<file path="src/rtl/cell_bist_ctrl.sv">
// Exhaustive-pattern BIST controller for one combinational library cell, MISR-compacted.
// Define CELL_BIST_GRAY_EN to apply patterns in Gray order (EXP_SIG must then be the Gray signature).
module cell_bist_ctrl #(
  parameter int unsigned       N_IN    = 3,
  parameter int unsigned       SETTLE  = 2,
  parameter int unsigned       SIG_W   = 16,
  parameter logic [SIG_W-1:0]  POLY    = 16'h1021,
  parameter logic [SIG_W-1:0]  EXP_SIG = 16'h34E2
) (
  input  logic             CLK,
  input  logic             R,
  input  logic             START,
  output logic [N_IN-1:0]  PAT,
  input  logic             Y,
  output logic             BUSY,
  output logic             DONE,
  output logic             PASS,
  output logic [SIG_W-1:0] SIG
);

  localparam logic [1:0] ST_IDLE = 2'd0;
  localparam logic [1:0] ST_RUN  = 2'd1;
  localparam logic [1:0] ST_FIN  = 2'd2;

  localparam int unsigned    SW     = (SETTLE > 0) ? $clog2(SETTLE + 1) : 1;
  localparam logic [SW-1:0]  S_LAST = SW'(SETTLE);
  // Index is one bit wider than the pattern so the last pattern is detected without wrapping.
  localparam logic [N_IN:0]  I_LAST = (N_IN + 1)'((1 << N_IN) - 1);

  logic [1:0]       state;
  logic [N_IN:0]    idx;
  logic [SW-1:0]    scnt;
  logic             capture;
  logic             last_pat;
  logic             fb;
  logic [SIG_W-1:0] misr_next;

  function automatic logic [N_IN-1:0] pat_map(input logic [N_IN-1:0] i);
`ifdef CELL_BIST_GRAY_EN
    return i ^ (i >> 1);
`else
    return i;
`endif
  endfunction

  assign capture   = (state == ST_RUN) && (scnt == S_LAST);
  assign last_pat  = (idx == I_LAST);
  assign fb        = SIG[SIG_W-1] ^ Y;
  assign misr_next = {SIG[SIG_W-2:0], 1'b0} ^ (fb ? POLY : '0);

  assign BUSY = (state == ST_RUN);
  assign DONE = (state == ST_FIN);

  always_ff @(posedge CLK or negedge R) begin
    if (!R) begin
      state <= ST_IDLE;
      idx   <= '0;
      scnt  <= '0;
      PAT   <= '0;
      SIG   <= '0;
      PASS  <= 1'b0;
    end else begin
      case (state)
        ST_IDLE: begin
          if (START) begin
            state <= ST_RUN;
            idx   <= '0;
            scnt  <= '0;
            SIG   <= '0;
            PASS  <= 1'b0;
            PAT   <= pat_map('0);
          end
        end
        ST_RUN: begin
          if (capture) begin
            SIG  <= misr_next;
            scnt <= '0;
            if (last_pat) begin
              state <= ST_FIN;
              // Compare against the value being loaded so PASS is valid alongside DONE.
              PASS  <= (misr_next == EXP_SIG);
            end else begin
              idx <= idx + 1'b1;
              PAT <= pat_map(idx[N_IN-1:0] + 1'b1);
            end
          end else begin
            scnt <= scnt + 1'b1;
          end
        end
        ST_FIN: state <= ST_IDLE;
        default: state <= ST_IDLE;
      endcase
    end
  end

endmodule

</file>
<file path="config.mk">
export PLATFORM = sky130hd
export DESIGN_NAME = cell_bist_ctrl
export DESIGN_NICKNAME = d
export VERILOG_FILES = /design/src/rtl/cell_bist_ctrl.sv
export SDC_FILE = /design/constraint.sdc
export NUM_CORES = 1
export LEC_CHECK = 0
export CAP_MARGIN = 20
export CORE_MARGIN = 2
export CORE_UTILIZATION = 35
export DETAILED_ROUTE_END_ITERATION = 7
export GPL_TIMING_DRIVEN = 1
export SYNTH_ARGS = -nofsm -noshare
export SYNTH_HDL_FRONTEND = slang
export SYNTH_SLANG_ARGS = --single-unit
</file>
<file path="constraint.sdc">
create_clock -name CLK -period 1.5 [get_ports CLK]
set_input_delay 0.3 -clock CLK [delete_from_list [all_inputs] [get_ports CLK]]
set_output_delay 0.3 -clock CLK [all_outputs]
set_load 0.03 [all_outputs]
</file>
[Word level (Yosys, flattened, before mapping)]
Index checks and enable logic that the tools add are counted.
Operators by class
  muxes and demuxes: 23
  bitwise operators: 2
  $add $sub $neg: 3
  reduce and logical (&&, ||, !) cells: 8
  equal/unequal tests: 9
Operator list (count)
  2-to-1 mux 16 bit: 2
  case mux 16 bit (2 select lines): 1
  == test 16 x 14 -> 1 bit, second input constant: 1
  XOR 16 x 13 -> 16 bit: 1
  2-to-1 mux 13 bit: 1
  2-to-1 mux 4 bit: 3
  2-to-1 mux 2 bit: 5
  2-to-1 mux 3 bit: 3
  case mux 2 bit (2 select lines): 2
  case mux 4 bit (2 select lines): 1
  AND reduction 4 bit: 2
  case mux 3 bit (2 select lines): 1
  AND reduction 3 bit: 2
  adder 4 x 1 -> 4 bit, second input constant: 1
  == test 2 bit, second input constant: 2
  == test 4 x 3 -> 1 bit, second input constant: 1
  inequality test 2 x 1 -> 1 bit, second input constant: 2
  inequality test 2 bit, second input constant: 2
  adder 3 x 1 -> 3 bit, second input constant: 1
  2-to-1 mux 1 bit: 3
  adder 2 x 1 -> 2 bit, second input constant: 1
  == test 2 x 1 -> 1 bit, second input constant: 1
  logical NOT 2 bit: 1
  case mux 1 bit (2 select lines): 1
  4 further kinds: 4
Storage, ports and cells
  output and inout port bits: 22
  register bits: 28
  input port bits: 4
  logic and storage cells: 51

[Longest topological paths before layout]
  depth after elaboration: 7
  mapped depth: 5
  gate-level depth less buffers: 4

[Worst setup path after synthesis]
No wires, ideal clock.
  kind: flip-flop to flip-flop
  start: reg state[0]
  end: reg scnt[0]
  period minus slack after synthesis: 1.385 ns
  data arrival time: 1.321 ns
  path buffers: 1
  library setup time: 0.065 ns
  setup slack: 0.115 ns
  required time: 1.435 ns
  stages on the path, launching flop included: 5
  cell sequence: dfrtp_1 buf_6 nor2b_1 nor2b_1 mux2_2
Between the ends
  longest elaborated chain between the ends: 4
  elaborated cells on any way between the ends: 8
  those cells by class: 2 x eq/ne; 2 x mux; 4 x reduce/logical
RTL lines
  start: declaration: RTL line 30  | logic [1:0] state;
  start signal: assignment: RTL line 56  | state <= ST_IDLE;
  start signal: assignment: RTL line 66  | state <= ST_RUN;
  start signal: assignment: RTL line 79  | state <= ST_FIN;
  == test 2 x 1 -> 1 bit (*)
  via BUSY: RTL line 15  | output logic BUSY,
  logical AND 1 bit: RTL line 46  | assign capture = (state == ST_RUN) && (scnt == S_LAST);
  2-to-1 mux 2 bit: RTL line 75  | if (capture) begin
  case mux 2 bit (2 select lines): RTL line 63  | case (state)
  end signal: assignment: RTL line 87  | scnt <= scnt + 1'b1;
  end: declaration: RTL line 32  | logic [SW-1:0] scnt;
The timed path passes the listed nets; every way through them passes the cells marked *.
A chain may end at the register's enable or synchronous reset.

[Worst setup path in the final report]
  start: reg PAT[1]
  end: out PAT[1]
RTL lines
  start: declaration: RTL line 13  | output logic [N_IN-1:0] PAT,
  start signal: assignment: RTL line 71  | PAT <= pat_map('0);
  start signal: assignment: RTL line 84  | PAT <= pat_map(idx[N_IN-1:0] + 1'b1);
No word-level cell between the ends.

==> results.rst <==
.. list-table::
   :header-rows: 1

   * - Metric
     - Value
   * - Number of sinks on the clock net
     - 25
   * - Critical Path End Type
     - output port
   * - HPWL after DPL
     - around 1800 um
   * - Sort of element at the start of the critical path
     - register
   * - Buffers and inverters on the worst path
     - 1
   * - Post-Syn Instances
     - 95
   * - Path type of the worst setup path
     - reg -> out
   * - Count of distinct cell types in the synthesized netlist
     - 32
   * - Top cell family by delay on the critical path
     - flip-flops
   * - Most used flip-flop cell after synthesis
     - sky130_fd_sc_hd__dfrtp_1
   * - Clock tree from TritonCTS
     - done
   * - Initial antenna violation count
     - 0
   * - Arrival time of data at the critical path endpoint
     - 1.15 ns
   * - Slew margin rel.
     - about two thirds
   * - Worst r2r path cells
     - 4
   * - Slowest stage cell, crit path
     - sky130_fd_sc_hd__dfrtp_1
   * - Asr flop ratio synth
     - between 90% and 100%
   * - Routability cong.
     - around 0.75
   * - Post-route clock skew
     - about 0.0063 ns
   * - Synth-to-layout area growth
     - 27.9%
   * - Wirelength per Cell
     - between 10 and 15 um
   * - Routed wire length
     - approximately 2500 um
   * - Antenna-violating nets left
     - 0
   * - Master cell of the clock root buffer
     - sky130_fd_sc_hd__clkbuf_4
   * - Syn. warnings
     - 0
   * - Total of flip-flops plus latches after synthesis
     - 25
   * - Number of synthesized flops with an enable pin
     - 0
   * - Worst hold path class
     - in -> async
   * - Filler Cells Inserted
     - roughly 320
   * - Final sum of negative setup slack
     - 0 ns
   * - Number of detailed-route iterations in the first pass
     - 4
   * - Number of design-rule violations left by the first detailed-router iteration
     - 25
   * - Maximum fanout along the worst path
     - 4
   * - RSZ-0062 raised after global routing
     - false
   * - Inserted Diodes
     - 0
   * - Post-Syn Area
     - between 1000 and 1500 sq um
   * - Cell depth of the worst setup path
     - 1
   * - I/O pin count
     - 26
   * - H-tree lvl count
     - 1
   * - Leftover overflow at the end of global routing
     - 0
   * - DR DRC count
     - 0
   * - Hold Violations, Final
     - 0
   * - Tot GR Track Use
     - between 10 and 15%
   * - Fmax
     - around 690 MHz
   * - Max incr delay on CP
     - between 0.4 and 0.5 ns
   * - Core region area
     - a little over 3000 sq um
   * - Worst-path cell chain
     - clkdlybuf4s15_1
   * - Starting density of the core
     - between 30% and 40%
   * - Post-Synthesis Mean Instance Area
     - around 12 sq um
   * - Number of setup violations in the final report
     - 0
   * - Nets
     - 133
   * - Shortest clock period the worst path allows after layout
     - 1.45 ns
   * - Vias in the first global route
     - a little over 900
   * - Vias per inst
     - ~5.1
   * - Pin count of the biggest net entering global routing
     - 26
   * - Via total after detailed routing
     - 875
   * - Status
     - complete, no violations
   * - Global-route wire length before repair
     - about 4100 um
   * - Final standard cell count with taps included and fillers excluded
     - around 170
   * - Maximum clock insertion buffer count
     - 2
   * - Share of post-route cells with drive strength above 1
     - 24.4%
   * - Buffers added on ports
     - 25
   * - Portion of the clock cycle consumed by the worst path in the final layout
     - about 96%
   * - Utilization after layout
     - slightly below 50%
   * - Cell area power density
     - approximately 1100 nW/um^2
   * - Worst reg2reg setup slack
     - roughly 0.080 ns
   * - Skew-Pair Late Insertion Delay
     - around 0.33 ns
   * - Critical path data required time
     - about 1.2 ns
   * - Clock edge transition at the registers on the reported setup and hold paths
     - approximately 0.15 ns
   * - Final Max Slew Viols
     - 0
   * - Clock buffer count from CTS
     - 3
   * - Height of the die
     - just over 60 um
   * - Total power of the final layout
     - ~0.0016 W
   * - Chip width
     - between 60 and 70 um
   * - Proportion of synthesized chip area in sequential cells
     - between 50% and 60%
   * - Static power due to leakage
     - 0.700 nW
   * - IR drop worst, VDD
     - about 0.46 mV
   * - # placed instances
     - about 170
   * - Area of the die
     - approximately 3800 sq um
   * - Number of max-cap violations
     - 0
   * - Site Rows
     - 20
   * - Slew at the pin closest to its max-slew limit
     - 0.484 ns
   * - Synthesized net count
     - 100
-- final cells by class --
| class | instances | area, sq um | area share, % |
|---|---|---|---|
| clock buffers | 3 | 22.5 | 1.51 |
| multi-input cells | 60 | 485 | 32.6 |
| well taps | 44 | 55.1 | 3.69 |
| clock inverters | 1 | 7.51 | 0.504 |
| flip-flops and latches | 25 | 628 | 42.1 |
| inverters | 2 | 7.51 | 0.504 |
| repair buffers | 36 | 284 | 19.1 |
-- layer usage --
metal	wire length [um]	up-vias	GRT usage [%]
li1	-	422	-
met1	1210	432	19.6
met2	1180	19	23.9
met3	107	2	4.35
met4	15	0	4.56
met5	0	-	0
-- cells by family after synthesis --
family,share of synthesized area (%)
and+or+nand+nor,14.5
DFF,53.7
xor gates and xnor gates,2.26
adders and majority gates,1.07
buffers and inverters,5.26
AOI/OAI and AO/OA,21.3
muxes,1.93
-- placed cells by master, fill, tap and decap left out, types with 2 or more instances in the layout --
master,count
sky130_fd_sc_hd__clkdlybuf4s15_1,6
sky130_fd_sc_hd__dlygate4sd2_1,7
sky130_fd_sc_hd__clkbuf_2,7
sky130_fd_sc_hd__dfrtp_2,2
sky130_fd_sc_hd__dfrtp_1,23
sky130_fd_sc_hd__buf_4,13
sky130_fd_sc_hd__a22o_1,17
sky130_fd_sc_hd__clkdlybuf4s50_1,3
sky130_fd_sc_hd__inv_1,2
sky130_fd_sc_hd__o211ai_1,3
sky130_fd_sc_hd__mux2_2,2
sky130_fd_sc_hd__o31ai_1,2
sky130_fd_sc_hd__o2bb2ai_1,2
sky130_fd_sc_hd__nand4_1,2
sky130_fd_sc_hd__xnor2_1,3
sky130_fd_sc_hd__nand3b_1,2
sky130_fd_sc_hd__nand2_1,3
sky130_fd_sc_hd__nor2b_1,5
sky130_fd_sc_hd__clkbuf_4,3
sky130_fd_sc_hd__nand2b_1,2
-- registers in the layout, summed over array words and instances, names as in the netlist --
name   cells
SIG       16
PAT        2
idx        2
scnt       2
state      2
PASS       1
-- final timing paths --
kind	startpoint	to
max	PAT[1]	PAT[1]
min	R	state[1]
max reg2reg	state[1]	PASS
min reg2reg	idx[3]	idx[3]
max in group asynchronous	R	state[0]
min in group CLK	idx[3]	idx[3]
-- power by group --
| part | leakage [nW] | internal, W | switching (W) |
|---|---|---|---|
| logic | 0.362 | 0.000201 | 0.000270 |
| registers | 0.324 | 0.000743 | 0.0000695 |
| clock network | 0.0139 | 0.000102 | 0.000216 |
-- what timing repair did --
item | 4_1_cts | 5_1_grt
endpoints found under the setup margin | 21 | 14
hold buffers | 0 | 0
gates resized for setup | 24 | 21
setup buffers | 0 | 2
-- cell usage after synthesis, drive strengths merged (2+ instances only) --
cell	instances	area (sq um)
o2bb2ai	2	17.5
mux2	2	22.5
nand3b	2	15.0
o31ai	2	15.0
o21ai	2	10.0
nand2	3	11.3
a22o	17	149
inv	2	7.51
o211ai	3	22.5
nand2b	2	12.5
buf	8	53.8
nand4	2	12.5
xnor2	3	26.3
dfrtp	25	626
nor2b	6	37.5
-- metrics by stage --
| stage | cell area, sq um | worst slack (ns) | hold WS (ns) |
|---|---|---|---|
| 6_report | 1490 | 0.0525 | 0.309 |
| 5_1_grt | 1490 | 0.000597 | 0.344 |
| 4_1_cts | 1490 | 0.000871 | 0.307 |
| 3_5_place_dp | 1480 | -0.227 | 0.526 |
| 3_3_place_gp | 1480 | -0.184 | 0.521 |
| 2_1_floorplan | 1160 | 0.115 | 0.00441 |
(Power assumes the default switching activity.)
